===== src/rtl/pulse_event_ctrl.sv =====
// Destination-domain consumer of synchronized event pulses: counts them and replays each as a req/ack handshake.
// Optional request abandonment after TIMEOUT_CYC unacknowledged cycles is built when PULSE_EVT_TIMEOUT_EN is defined.
module pulse_event_ctrl #(
    parameter int CNT_W       = 4,
    parameter int GAP_CYC     = 2,
    parameter int TIMEOUT_CYC = 16
) (
    input  logic             dst_clk,
    input  logic             dst_rst_n,
    input  logic             pulse_in,
    output logic             evt_req,
    input  logic             evt_ack,
    input  logic             clr_err,
    output logic [CNT_W-1:0] pending_cnt,
    output logic             overflow,
    output logic             timeout_err,
    output logic             busy
);

    localparam int GAP_W = (GAP_CYC > 1) ? $clog2(GAP_CYC) : 1;
    localparam logic [CNT_W-1:0] CNT_MAX = '1;

    typedef enum logic [1:0] {
        IDLE = 2'd0,
        REQ  = 2'd1,
        GAP  = 2'd2
    } state_t;

    state_t           state, state_nxt;
    logic [GAP_W-1:0] gap_cnt, gap_nxt;
    logic             cmpl;
    logic             tmo_fire;
    logic             dec;
    logic             ovf_set;
    logic [CNT_W-1:0] cnt_nxt;

    assign cmpl = evt_req & evt_ack;

`ifdef PULSE_EVT_TIMEOUT_EN
    localparam int TMO_W = (TIMEOUT_CYC > 1) ? $clog2(TIMEOUT_CYC) : 1;

    logic [TMO_W-1:0] tmo_cnt;

    assign tmo_fire = (state == REQ) && !evt_ack && (tmo_cnt == TMO_W'(TIMEOUT_CYC - 1));

    // Counter is zero whenever REQ is entered, so it measures the current request only.
    always_ff @(posedge dst_clk or negedge dst_rst_n) begin
        if (!dst_rst_n) begin
            tmo_cnt     <= '0;
            timeout_err <= 1'b0;
        end else begin
            if ((state == REQ) && !cmpl && !tmo_fire)
                tmo_cnt <= tmo_cnt + TMO_W'(1);
            else
                tmo_cnt <= '0;
            timeout_err <= tmo_fire | (timeout_err & ~clr_err);
        end
    end
`else
    localparam int unused_timeout_cyc = TIMEOUT_CYC;

    assign tmo_fire    = 1'b0;
    assign timeout_err = 1'b0;
`endif

    // An abandoned request consumes its event just like a completed one.
    assign dec     = cmpl | tmo_fire;
    assign ovf_set = pulse_in && !dec && (pending_cnt == CNT_MAX);

    always_comb begin
        cnt_nxt = pending_cnt;
        if (pulse_in && !dec && (pending_cnt != CNT_MAX))
            cnt_nxt = pending_cnt + CNT_W'(1);
        else if (!pulse_in && dec)
            cnt_nxt = pending_cnt - CNT_W'(1);
    end

    always_comb begin
        state_nxt = state;
        gap_nxt   = gap_cnt;
        case (state)
            IDLE: begin
                if (pending_cnt != '0)
                    state_nxt = REQ;
            end
            REQ: begin
                if (dec) begin
                    state_nxt = GAP;
                    gap_nxt   = GAP_W'(GAP_CYC - 1);
                end
            end
            GAP: begin
                if (gap_cnt == '0)
                    state_nxt = IDLE;
                else
                    gap_nxt = gap_cnt - GAP_W'(1);
            end
            default: state_nxt = IDLE;
        endcase
    end

    // evt_req is registered from the next state so it is high exactly while state is REQ.
    always_ff @(posedge dst_clk or negedge dst_rst_n) begin
        if (!dst_rst_n) begin
            state       <= IDLE;
            gap_cnt     <= '0;
            evt_req     <= 1'b0;
            pending_cnt <= '0;
            overflow    <= 1'b0;
        end else begin
            state       <= state_nxt;
            gap_cnt     <= gap_nxt;
            evt_req     <= (state_nxt == REQ);
            pending_cnt <= cnt_nxt;
            overflow    <= ovf_set | (overflow & ~clr_err);
        end
    end

    assign busy = (state != IDLE) || (pending_cnt != '0);

endmodule


===== config.mk =====
export PLATFORM = sky130hd
export DESIGN_NAME = pulse_event_ctrl
export DESIGN_NICKNAME = d
export VERILOG_FILES = /design/src/rtl/pulse_event_ctrl.sv
export SDC_FILE = /design/constraint.sdc
export NUM_CORES = 1
export LEC_CHECK = 0
export CORE_AREA = 2 2 39 41
export CTS_CLUSTER_SIZE = 12
export DETAILED_ROUTE_END_ITERATION = 12
export DIE_AREA = 0 0 41 43
export DONT_BUFFER_PORTS = 1
export HOLD_SLACK_MARGIN = 0.15
export PLACE_DENSITY = 0.55
export SLEW_MARGIN = 20
export SYNTH_ARGS = -nofsm -noshare
export SYNTH_HDL_FRONTEND = slang
export SYNTH_SLANG_ARGS = --single-unit

===== constraint.sdc =====
create_clock -name dst_clk -period 1.8 [get_ports dst_clk]
set_input_delay 0.18 -clock dst_clk [delete_from_list [all_inputs] [get_ports dst_clk]]
set_output_delay 0.18 -clock dst_clk [all_outputs]
set_load 0.05 [all_outputs]

==> flow_metrics.env, run 1 <==
export IMPL_outcome="complete, but fails checks"
export IMPL_failed_checks="negative setup slack"
export IMPL_core_area_um2=1380
export IMPL_finish_utilization=0.459
export IMPL_drive_above_1_share=0.421
export IMPL_routabilityCongestion=0.689
export IMPL_cts_path_max_buffers=2
export IMPL_p_clk_frac=0.112
export IMPL_place_area_um2=549
export IMPL_r2r_start="pending_cnt[1]"
export IMPL_antenna_cells=0
export IMPL_drv_cap=0
export IMPL_r2r_cells=6
export IMPL_fin_crit_sh=1.04
export IMPL_detailedRoute_firstIterationViolations=4
export IMPL_switching_share=0.468
export IMPL_tns_ns=-0.0713
export IMPL_io_pins=13
export IMPL_post_layout_nonfiller_instances=73
export IMPL_cts_tree="yes"
export IMPL_fin_area_um2=636
export IMPL_yosys_cell_types_count=26
export IMPL_crit_path_end_kind="primary output"
export IMPL_grt_util_all_layers=0.141
export IMPL_setup_ws_ns=-0.0713
export IMPL_final_hold_viol_count=0
export IMPL_pwr_share_seq=0.307
export IMPL_whs_ns=0.226
export IMPL_dp_hpwl_um=754
export IMPL_leakage_nw=0.279
export IMPL_ys_ff_latch=9
export IMPL_power_density_nw_per_um2=2100
export IMPL_cp_start_kind="flop"
export IMPL_syn_avg_cell_area_um2=11.0
export IMPL_grt_pass1_wl_um=1640
export IMPL_die_area_um2=1760
export IMPL_grt_remaining_overflow=0
export IMPL_die_y_um=43
export IMPL_fin_total_pwr_mw=1.34
export IMPL_cts_htree_levels=1
export IMPL_root_buffer="clkbuf_4"
export IMPL_synth_area_leaders="dfrtp_1 48%, ha_1 5.3%, fa_1 4.2%"
export IMPL_viasPerCell=4.92
export IMPL_port_buffers=0
export IMPL_avgRoutedWirePerCell_um=12.5
export IMPL_finalSetupViolations=1
export IMPL_antenna_found_initial=0
export IMPL_cp_data_required_time_ns=1.62
export IMPL_drtAntennaViolNets=0
export IMPL_start_util=0.342
export IMPL_period_needed_ns=1.87
export IMPL_seq_area_frac_synth=0.476
export IMPL_numCtsBuffers=3
export IMPL_comb_power_share=0.581
export IMPL_path_max_fanout=3
export IMPL_numPlacedInstances=64
export IMPL_dpl_worst_slack_ns=0.0443
export IMPL_clock_sinks=9
export IMPL_finalMaxSlewViolations=0
export IMPL_path_class="flop to primary output"
export IMPL_peakVddDrop_v=0.00113
export IMPL_p_switching_uw=626
export IMPL_syn_num_nets=51
export IMPL_syn_inst=43
export IMPL_p_int_uw=711
export IMPL_routed_wirelength_um=910
export IMPL_clk_latency_ns=0.25
export IMPL_yosysWarningCount=0
export IMPL_clk_pin_slew_worst_paths_ns=0.06
export IMPL_nNetsFinal=66
export IMPL_cp_endpoint="busy"
export IMPL_clock_fmax_mhz=534
export IMPL_n_fill_cell=138
export IMPL_fin_skew_ns=0.00251
export IMPL_grt_max_degree=10
export IMPL_crit_start="pending_cnt[1]"
export IMPL_rrSetupSlack_ns=0
export IMPL_grt_pass1_vias=401
export IMPL_num_vias=359
export IMPL_drc=0
export IMPL_synth_top_area_frac=0.476
export IMPL_regToRegEndpoint="pending_cnt[1]"
export IMPL_synth_largest_area_cell="dfrtp_1"
export IMPL_cp_arrival_ns=1.69
export IMPL_netlist_area_um2=473
export IMPL_holdCritPathClass="input port to flop"
export IMPL_die_width_um=41
export IMPL_first_pass_iters=2
export IMPL_std_cell_rows=14
export IMPL_rsz0062_at_grt="yes"
export IMPL_area_growth_synth_to_final_pct=34.4
[sequential cells by signal, summed over array words and instances (netlist names)]
| name | flops |
|---|---|
| overflow | 1 |
| state | 2 |
| gap_cnt | 1 |
| evt_req | 1 |
| pending_cnt | 4 |
[layer usage]
layer | vias up | routed length [µm] | track usage
li1 | 183 | - | -
met1 | 166 | 367 | 0.170
met2 | 8 | 473 | 0.206
met3 | 2 | 59 | 0.0366
met4 | 0 | 10 | 0.100
met5 | - | 0 | 0
[placed cells by master, fill, tap and decap left out, types with 3 or more instances in the layout]
cell / n
buf_4: 7
clkbuf_4: 3
dfrtp_1: 4
dfrtp_2: 5
dlygate4sd3_1: 4
nand2_1: 3
[timing repair]
item / 4_1_cts / 5_1_grt
hold buffers: 4 / 0
setup buffers: 0 / 1
endpoints found under the setup margin: 1 / 2
endpoints found under the hold margin: 14 / 0
pin swaps: 0 / 3
resized for setup: 2 / 2
[synthesized netlist by cell type]
| master | n |
|---|---|
| nand2_2 | 1 |
| conb_1 | 1 |
| a311oi_1 | 2 |
| xor2_1 | 1 |
| clkbuf_1 | 1 |
| o21ai_0 | 2 |
| o22ai_1 | 2 |
| a21o_1 | 1 |
| a21oi_1 | 1 |
| nand3_1 | 3 |
| ha_1 | 2 |
| inv_1 | 1 |
| fa_1 | 1 |
| a31oi_1 | 1 |
| or4_1 | 1 |
| buf_4 | 1 |
| or2_4 | 1 |
| mux2_4 | 1 |
| xnor2_1 | 2 |
| or3_1 | 1 |
| nor2_1 | 1 |
| nand2_1 | 3 |
| nand4_1 | 1 |
| mux2i_1 | 1 |
| dfrtp_1 | 9 |
| and2_4 | 1 |
[power by group through the flow]
stage               combinational (mW)  clock, mW  sequential [mW]
finish                           0.777      0.150            0.410
global route                     0.856      0.167            0.429
CTS                              0.773      0.158            0.412
detailed placement               0.748          0            0.412
global placement                 0.719          0            0.405
floorplan                        0.350          0            0.622
[critical path, stage by stage (launching register included)]
cell and delay (ns):
dfrtp_2 0.41, or4_4 0.53, or3_4 0.34, buf_6 0.16
[worst min-delay path by stage]
| stage | endpoint | from | depth (start not counted) | slack [ns] |
|---|---|---|---|---|
| after floorplan | evt_req | dst_rst_n | 0 | -0.12 |
| after global placement | state[0] | dst_rst_n | 0 | -0.12 |
| after detailed placement | overflow | dst_rst_n | 0 | -0.12 |
| after CTS | pending_cnt[2] | pulse_in | 3 | 0.23 |
| after global routing | pending_cnt[2] | pulse_in | 3 | 0.23 |
| final | pending_cnt[2] | pulse_in | 3 | 0.23 |
[cell families (layout without fill, tap and decap cells)]
logic type / count (synthesis) / count (layout) / share of synthesized area
AOI/OAI and AO/OA: 9 / 9 / 0.124
other: 1 / 1 / 0.00793
DFF: 9 / 9 / 0.476
and+or+nand+nor: 13 / 13 / 0.156
xor gates and xnor gates: 3 / 3 / 0.0556
muxes: 2 / 2 / 0.0529
buffers and inverters: 3 / 17 / 0.0317
adders and majority gates: 3 / 3 / 0.0952
[area by class of cell]
cell class,instances,area (µm²),area share
Multi-Input combinational cell,31,250,0.394
Tap cell,16,20.0,0.0315
Sequential cell,9,231,0.364
Timing Repair Buffer,12,104,0.163
Clock buffer,4,26.3,0.0413
Inverter,1,3.75,0.00591
(Power assumes the default switching activity.)
==> inputs of run 2 (changes only) <==
Settings changed: CAP_MARGIN set to 20, PLACE_DENSITY 0.55 to unset, PLACE_DENSITY_LB_ADDON set to 0.2.
==> flow_metrics.env, run 2 (same netlist as run 1, synthesis figures left out) <==
export IMPL_start_util=0.342
export IMPL_first_pass_iters=2
export IMPL_clk_latency_ns=0.25
export IMPL_drtAntennaViolNets=0
export IMPL_tns_ns=-0.120
export IMPL_detailedRoute_firstIterationViolations=5
export IMPL_pwr_share_seq=0.301
export IMPL_grt_pass1_vias=447
export IMPL_drive_above_1_share=0.439
export IMPL_failed_checks="negative setup slack"
export IMPL_nNetsFinal=66
export IMPL_path_class="flop to primary output"
export IMPL_dpl_worst_slack_ns=0.0349
export IMPL_crit_slowest_cell="or4_4"
export IMPL_largest_reg_flops=4
export IMPL_cp_num_buf_inv=2
export IMPL_clk_pin_slew_worst_paths_ns=0.06
export IMPL_holdCritPathClass="input port to flop"
export IMPL_period_needed_ns=1.92
export IMPL_path_max_fanout=4
export IMPL_cp_top_family="simple AND/OR/NAND/NOR gates"
export IMPL_dp_hpwl_um=869
export IMPL_viasPerCell=5.42
export IMPL_antenna_cells=0
export IMPL_regToRegEndpoint="pending_cnt[3]"
export IMPL_grt_pass1_wl_um=1920
export IMPL_r2r_cells=7
export IMPL_cts_tree="yes"
export IMPL_comb_power_share=0.592
export IMPL_p_clk_frac=0.107
export IMPL_routabilityCongestion=0.776
export IMPL_grt_remaining_overflow=0
export IMPL_num_vias=396
export IMPL_io_pins=13
export IMPL_peakVddDrop_v=0.000822
export IMPL_cts_htree_levels=1
export IMPL_cp_start_kind="flop"
export IMPL_std_cell_rows=14
export IMPL_drc=0
export IMPL_power_density_nw_per_um2=2120
export IMPL_grt_max_degree=10
export IMPL_finalMaxSlewViolations=0
export IMPL_die_area_um2=1760
export IMPL_numCtsBuffers=3
export IMPL_cp_arrival_ns=1.74
export IMPL_clock_fmax_mhz=521
export IMPL_port_buffers=0
export IMPL_p_int_uw=723
export IMPL_fin_crit_sh=1.07
export IMPL_largest_register="pending_cnt"
export IMPL_die_width_um=41
export IMPL_rsz0062_at_grt="yes"
export IMPL_finalSetupViolations=1
export IMPL_place_area_um2=549
export IMPL_reg_top3="pending_cnt x4, state x2"
export IMPL_crit_path_end_kind="primary output"
export IMPL_antenna_found_initial=0
export IMPL_drv_cap=0
export IMPL_cp_data_required_time_ns=1.62
export IMPL_leakage_nw=0.280
export IMPL_fin_area_um2=652
export IMPL_cp_cell_sequence="buf_6, or4_4, or3_4, buf_6"
export IMPL_area_growth_synth_to_final_pct=37.8
export IMPL_avgRoutedWirePerCell_um=14.9
export IMPL_whs_ns=0.185
export IMPL_die_y_um=43
export IMPL_switching_share=0.476
export IMPL_setup_ws_ns=-0.120
export IMPL_core_area_um2=1380
export IMPL_whs_path_depth=2
export IMPL_hp_start="evt_ack"
export IMPL_routed_wirelength_um=1090
export IMPL_root_buffer="clkbuf_4"
export IMPL_final_common_cell="buf_4"
export IMPL_max_stage_delay_ns=0.42
export IMPL_finish_utilization=0.471
export IMPL_layout_common_cells="6 x buf_4, 5 x dfrtp_2, 4 x dfrtp_1, 4 x dlygate4sd3_1"
export IMPL_final_hold_viol_count=0
export IMPL_grt_util_all_layers=0.161
export IMPL_path_common_cell="buf_6"
export IMPL_r2r_start="pending_cnt[0]"
export IMPL_rrSetupSlack_ns=0.03
export IMPL_p_switching_uw=658
export IMPL_fin_skew_ns=0.00376
export IMPL_holdPathEnd="gap_cnt"
export IMPL_clock_sinks=9
export IMPL_cts_path_max_buffers=2
export IMPL_outcome="complete, but fails checks"
==> run 2: cell counts in the layout (fill, tap and decap cells not counted) <==
Identical to the previous run, type by type.
==> run 2: power groups by stage <==
stage                     registers [mW]  clock network (mW)  logic (mW)
after floorplan                    0.622                   0       0.350
after global placement             0.400                   0       0.723
after detailed placement           0.411                   0       0.769
after CTS                          0.410               0.151       0.796
after global routing               0.432               0.163       0.892
final                              0.416               0.147       0.817
==> run 2: repair_timing <==
action,4_1_cts,5_1_grt
cloned,0,0
hold endpoints to repair,13,0
setup endpoints to repair,1,2
pin swaps,0,3
gates resized for setup,2,3
hold buffers,4,0
buffers inserted,0,1
==> run 2: through the flow <==
| stage | power [mW] | instances |
|---|---|---|
| after CTS | 1.36 | 72 |
| after detailed placement | 1.18 | 64 |
| after global routing | 1.49 | 73 |
| after global placement | 1.12 | 64 |
| after floorplan | 0.971 | 43 |
| final | 1.38 | 73 |
==> run 2: worst max path at each step <==
stage	from	endpoint	slack, ns	cells past startpoint
4_1_cts	pending_cnt[2]	busy	-0.13	4
3_3_place_gp	pending_cnt[2]	busy	0.1	4
5_1_grt	pending_cnt[2]	busy	-0.16	4
6_report	pending_cnt[2]	busy	-0.12	4
3_5_place_dp	pending_cnt[3]	pending_cnt[3]	0.03	7
2_1_floorplan	pending_cnt[0]	pending_cnt[3]	-0.04	7
==> run 2: routing by layer <==
layer / part of all wire / vias up / global-route usage
li1: - / 183 / -
met1: 0.35 / 201 / 0.171
met2: 0.58 / 10 / 0.275
met3: 0.059 / 2 / 0.0366
met4: 0.012 / 0 / 0.0800
met5: 0 / - / 0
==> run 2: cell type report <==
type,count,area [µm²]
timing repair buffer,12,108
multi-input combinational,31,263
inverter,1,3.75
sequential,9,231
fill,138,732
tap,16,20.0
clock buffer,4,26.3
==> inputs of run 3 (changes only) <==
--- a/config.mk
+++ b/config.mk
@@ -8,6 +8,8 @@
 export CAP_MARGIN = 20
-export CORE_AREA = 2 2 39 41
+export CELL_PAD_IN_SITES_DETAIL_PLACEMENT = 2
+export CELL_PAD_IN_SITES_GLOBAL_PLACEMENT = 2
+export CORE_MARGIN = 1
+export CORE_UTILIZATION = 31
 export CTS_CLUSTER_SIZE = 12
 export DETAILED_ROUTE_END_ITERATION = 12
-export DIE_AREA = 0 0 41 43
 export DONT_BUFFER_PORTS = 1
==> constraint.sdc (replaced) <==
create_clock -name dst_clk -period 1.8 [get_ports dst_clk]
set_input_delay 0.36 -clock dst_clk [delete_from_list [all_inputs] [get_ports dst_clk]]
set_output_delay 0.36 -clock dst_clk [all_outputs]
set_load 0.05 [all_outputs]
==> flow_metrics.env, run 3 (same netlist as run 1, synthesis figures left out) <==
export IMPL_whs_ns=0.203
export IMPL_p_switching_uw=705
export IMPL_rrSetupSlack_ns=0.04
export IMPL_path_max_fanout=3
export IMPL_whs_path_depth=1
export IMPL_num_vias=372
export IMPL_grt_pass1_wl_um=1860
export IMPL_io_pins=13
export IMPL_failed_checks="negative setup slack"
export IMPL_period_needed_ns=2.02
export IMPL_start_util=0.346
export IMPL_grt_util_all_layers=0.180
export IMPL_cts_path_max_buffers=2
export IMPL_numPlacedInstances=62
export IMPL_routabilityCongestion=0.679
export IMPL_cts_htree_levels=1
export IMPL_area_growth_synth_to_final_pct=34.9
export IMPL_fin_skew_ns=0.00534
export IMPL_cts_tree="yes"
export IMPL_die_area_um2=1690
export IMPL_final_hold_viol_count=0
export IMPL_n_fill_cell=138
export IMPL_grt_max_degree=10
export IMPL_p_clk_frac=0.110
export IMPL_cp_data_required_time_ns=1.44
export IMPL_viasPerCell=5.39
export IMPL_clk_pin_slew_worst_paths_ns=0.06
export IMPL_r2r_start="pending_cnt[1]"
export IMPL_layout_common_cells="7 x buf_4, 5 x dfrtp_2, 4 x dfrtp_1, 3 x nand2_1, 3 x clkbuf_4"
export IMPL_clock_sinks=9
export IMPL_power_density_nw_per_um2=2310
export IMPL_die_width_um=41.1
export IMPL_dp_hpwl_um=965
export IMPL_antenna_found_initial=0
export IMPL_outcome="complete, but fails checks"
export IMPL_antenna_cells=0
export IMPL_detailedRoute_firstIterationViolations=2
export IMPL_grt_pass1_vias=403
export IMPL_rsz0062_at_grt="yes"
export IMPL_cp_arrival_ns=1.66
export IMPL_drc=0
export IMPL_post_layout_nonfiller_instances=69
export IMPL_nNetsFinal=63
export IMPL_largest_register="pending_cnt"
export IMPL_fin_crit_sh=1.12
export IMPL_clk_latency_ns=0.26
export IMPL_setup_ws_ns=-0.217
export IMPL_numCtsBuffers=3
export IMPL_clock_fmax_mhz=496
export IMPL_reg_top3="pending_cnt x4, state x2"
export IMPL_crit_start="pending_cnt[1]"
export IMPL_place_area_um2=546
export IMPL_tns_ns=-0.217
export IMPL_peakVddDrop_v=0.00101
export IMPL_core_area_um2=1370
export IMPL_drtAntennaViolNets=0
export IMPL_port_buffers=0
export IMPL_std_cell_rows=13
export IMPL_leakage_nw=0.266
export IMPL_root_buffer="clkbuf_4"
export IMPL_r2r_cells=7
export IMPL_die_y_um=41.1
export IMPL_drv_cap=0
export IMPL_finalSetupViolations=1
export IMPL_p_int_uw=770
export IMPL_cp_start_kind="flop"
export IMPL_hp_start="clr_err"
export IMPL_routed_wirelength_um=1280
export IMPL_holdCritPathClass="input port to flop"
export IMPL_drive_above_1_share=0.481
export IMPL_path_class="flop to primary output"
export IMPL_fin_area_um2=638
export IMPL_avgRoutedWirePerCell_um=18.5
export IMPL_switching_share=0.478
export IMPL_first_pass_iters=3
export IMPL_finalMaxSlewViolations=0
export IMPL_comb_power_share=0.602
export IMPL_regToRegEndpoint="pending_cnt[3]"
export IMPL_holdPathEnd="overflow"
export IMPL_crit_path_end_kind="primary output"
export IMPL_grt_remaining_overflow=0
export IMPL_final_common_cell="buf_4"
export IMPL_largest_reg_flops=4
export IMPL_pwr_share_seq=0.287
## run 3: layer usage
metal / wire length (µm) / GRT usage / vias up
met1: 535 / 0.205 / 185
met3: 78 / 0.0543 / 0
met2: 665 / 0.309 / 12
met5: 0 / 0 / -
li1: - / - / 175
met4: 0 / 0.0750 / 0
## run 3: worst max-delay path by stage
stage | endpoint | slack (ns) | depth (start not counted)
2_1_floorplan | busy | -0.08 | 2
4_1_cts | busy | -0.22 | 2
6_report | busy | -0.22 | 2
5_1_grt | busy | -0.25 | 2
3_5_place_dp | pending_cnt[3] | -0.008 | 7
3_3_place_gp | busy | 0.07 | 2
## run 3: power groups by stage
| stage | combinational [mW] | clock [mW] | sequential, mW |
|---|---|---|---|
| floorplan | 0.354 | 0 | 0.623 |
| global placement | 0.718 | 0 | 0.409 |
| detailed placement | 0.778 | 0 | 0.419 |
| CTS | 0.827 | 0.165 | 0.420 |
| global route | 0.964 | 0.176 | 0.437 |
| finish | 0.889 | 0.162 | 0.424 |
## run 3: cell type report
cell class                      instances  area [µm²]  area share
Multi-Input combinational cell         31         275       0.431
Sequential cell                         9         231       0.363
Timing Repair Buffer                    9        82.6       0.129
Clock buffer                            4        26.3      0.0412
Tap cell                               15        18.8      0.0294
Inverter                                1        3.75     0.00588
## run 3: timing repair
action	CTS	global route
endpoints found under the hold margin	9	0
buffers inserted	0	2
resized for setup	2	4
cloned	0	0
endpoints found under the setup margin	2	2
hold buffers	1	0
pin swaps	2	4
## run 3: critical path, stage by stage, from the launching register on
cell     delay (ns)
dfrtp_2        0.42
or4_4          0.54
or3_4          0.44
## run 3: through the flow
stage	setup WS (ns)	power [mW]	util
finish	-0.217	1.48	0.467
global route	-0.253	1.58	0.467
global placement	0.0746	1.13	0.399
floorplan	-0.0776	0.976	-
detailed placement	-0.00762	1.20	0.399
CTS	-0.216	1.41	0.438
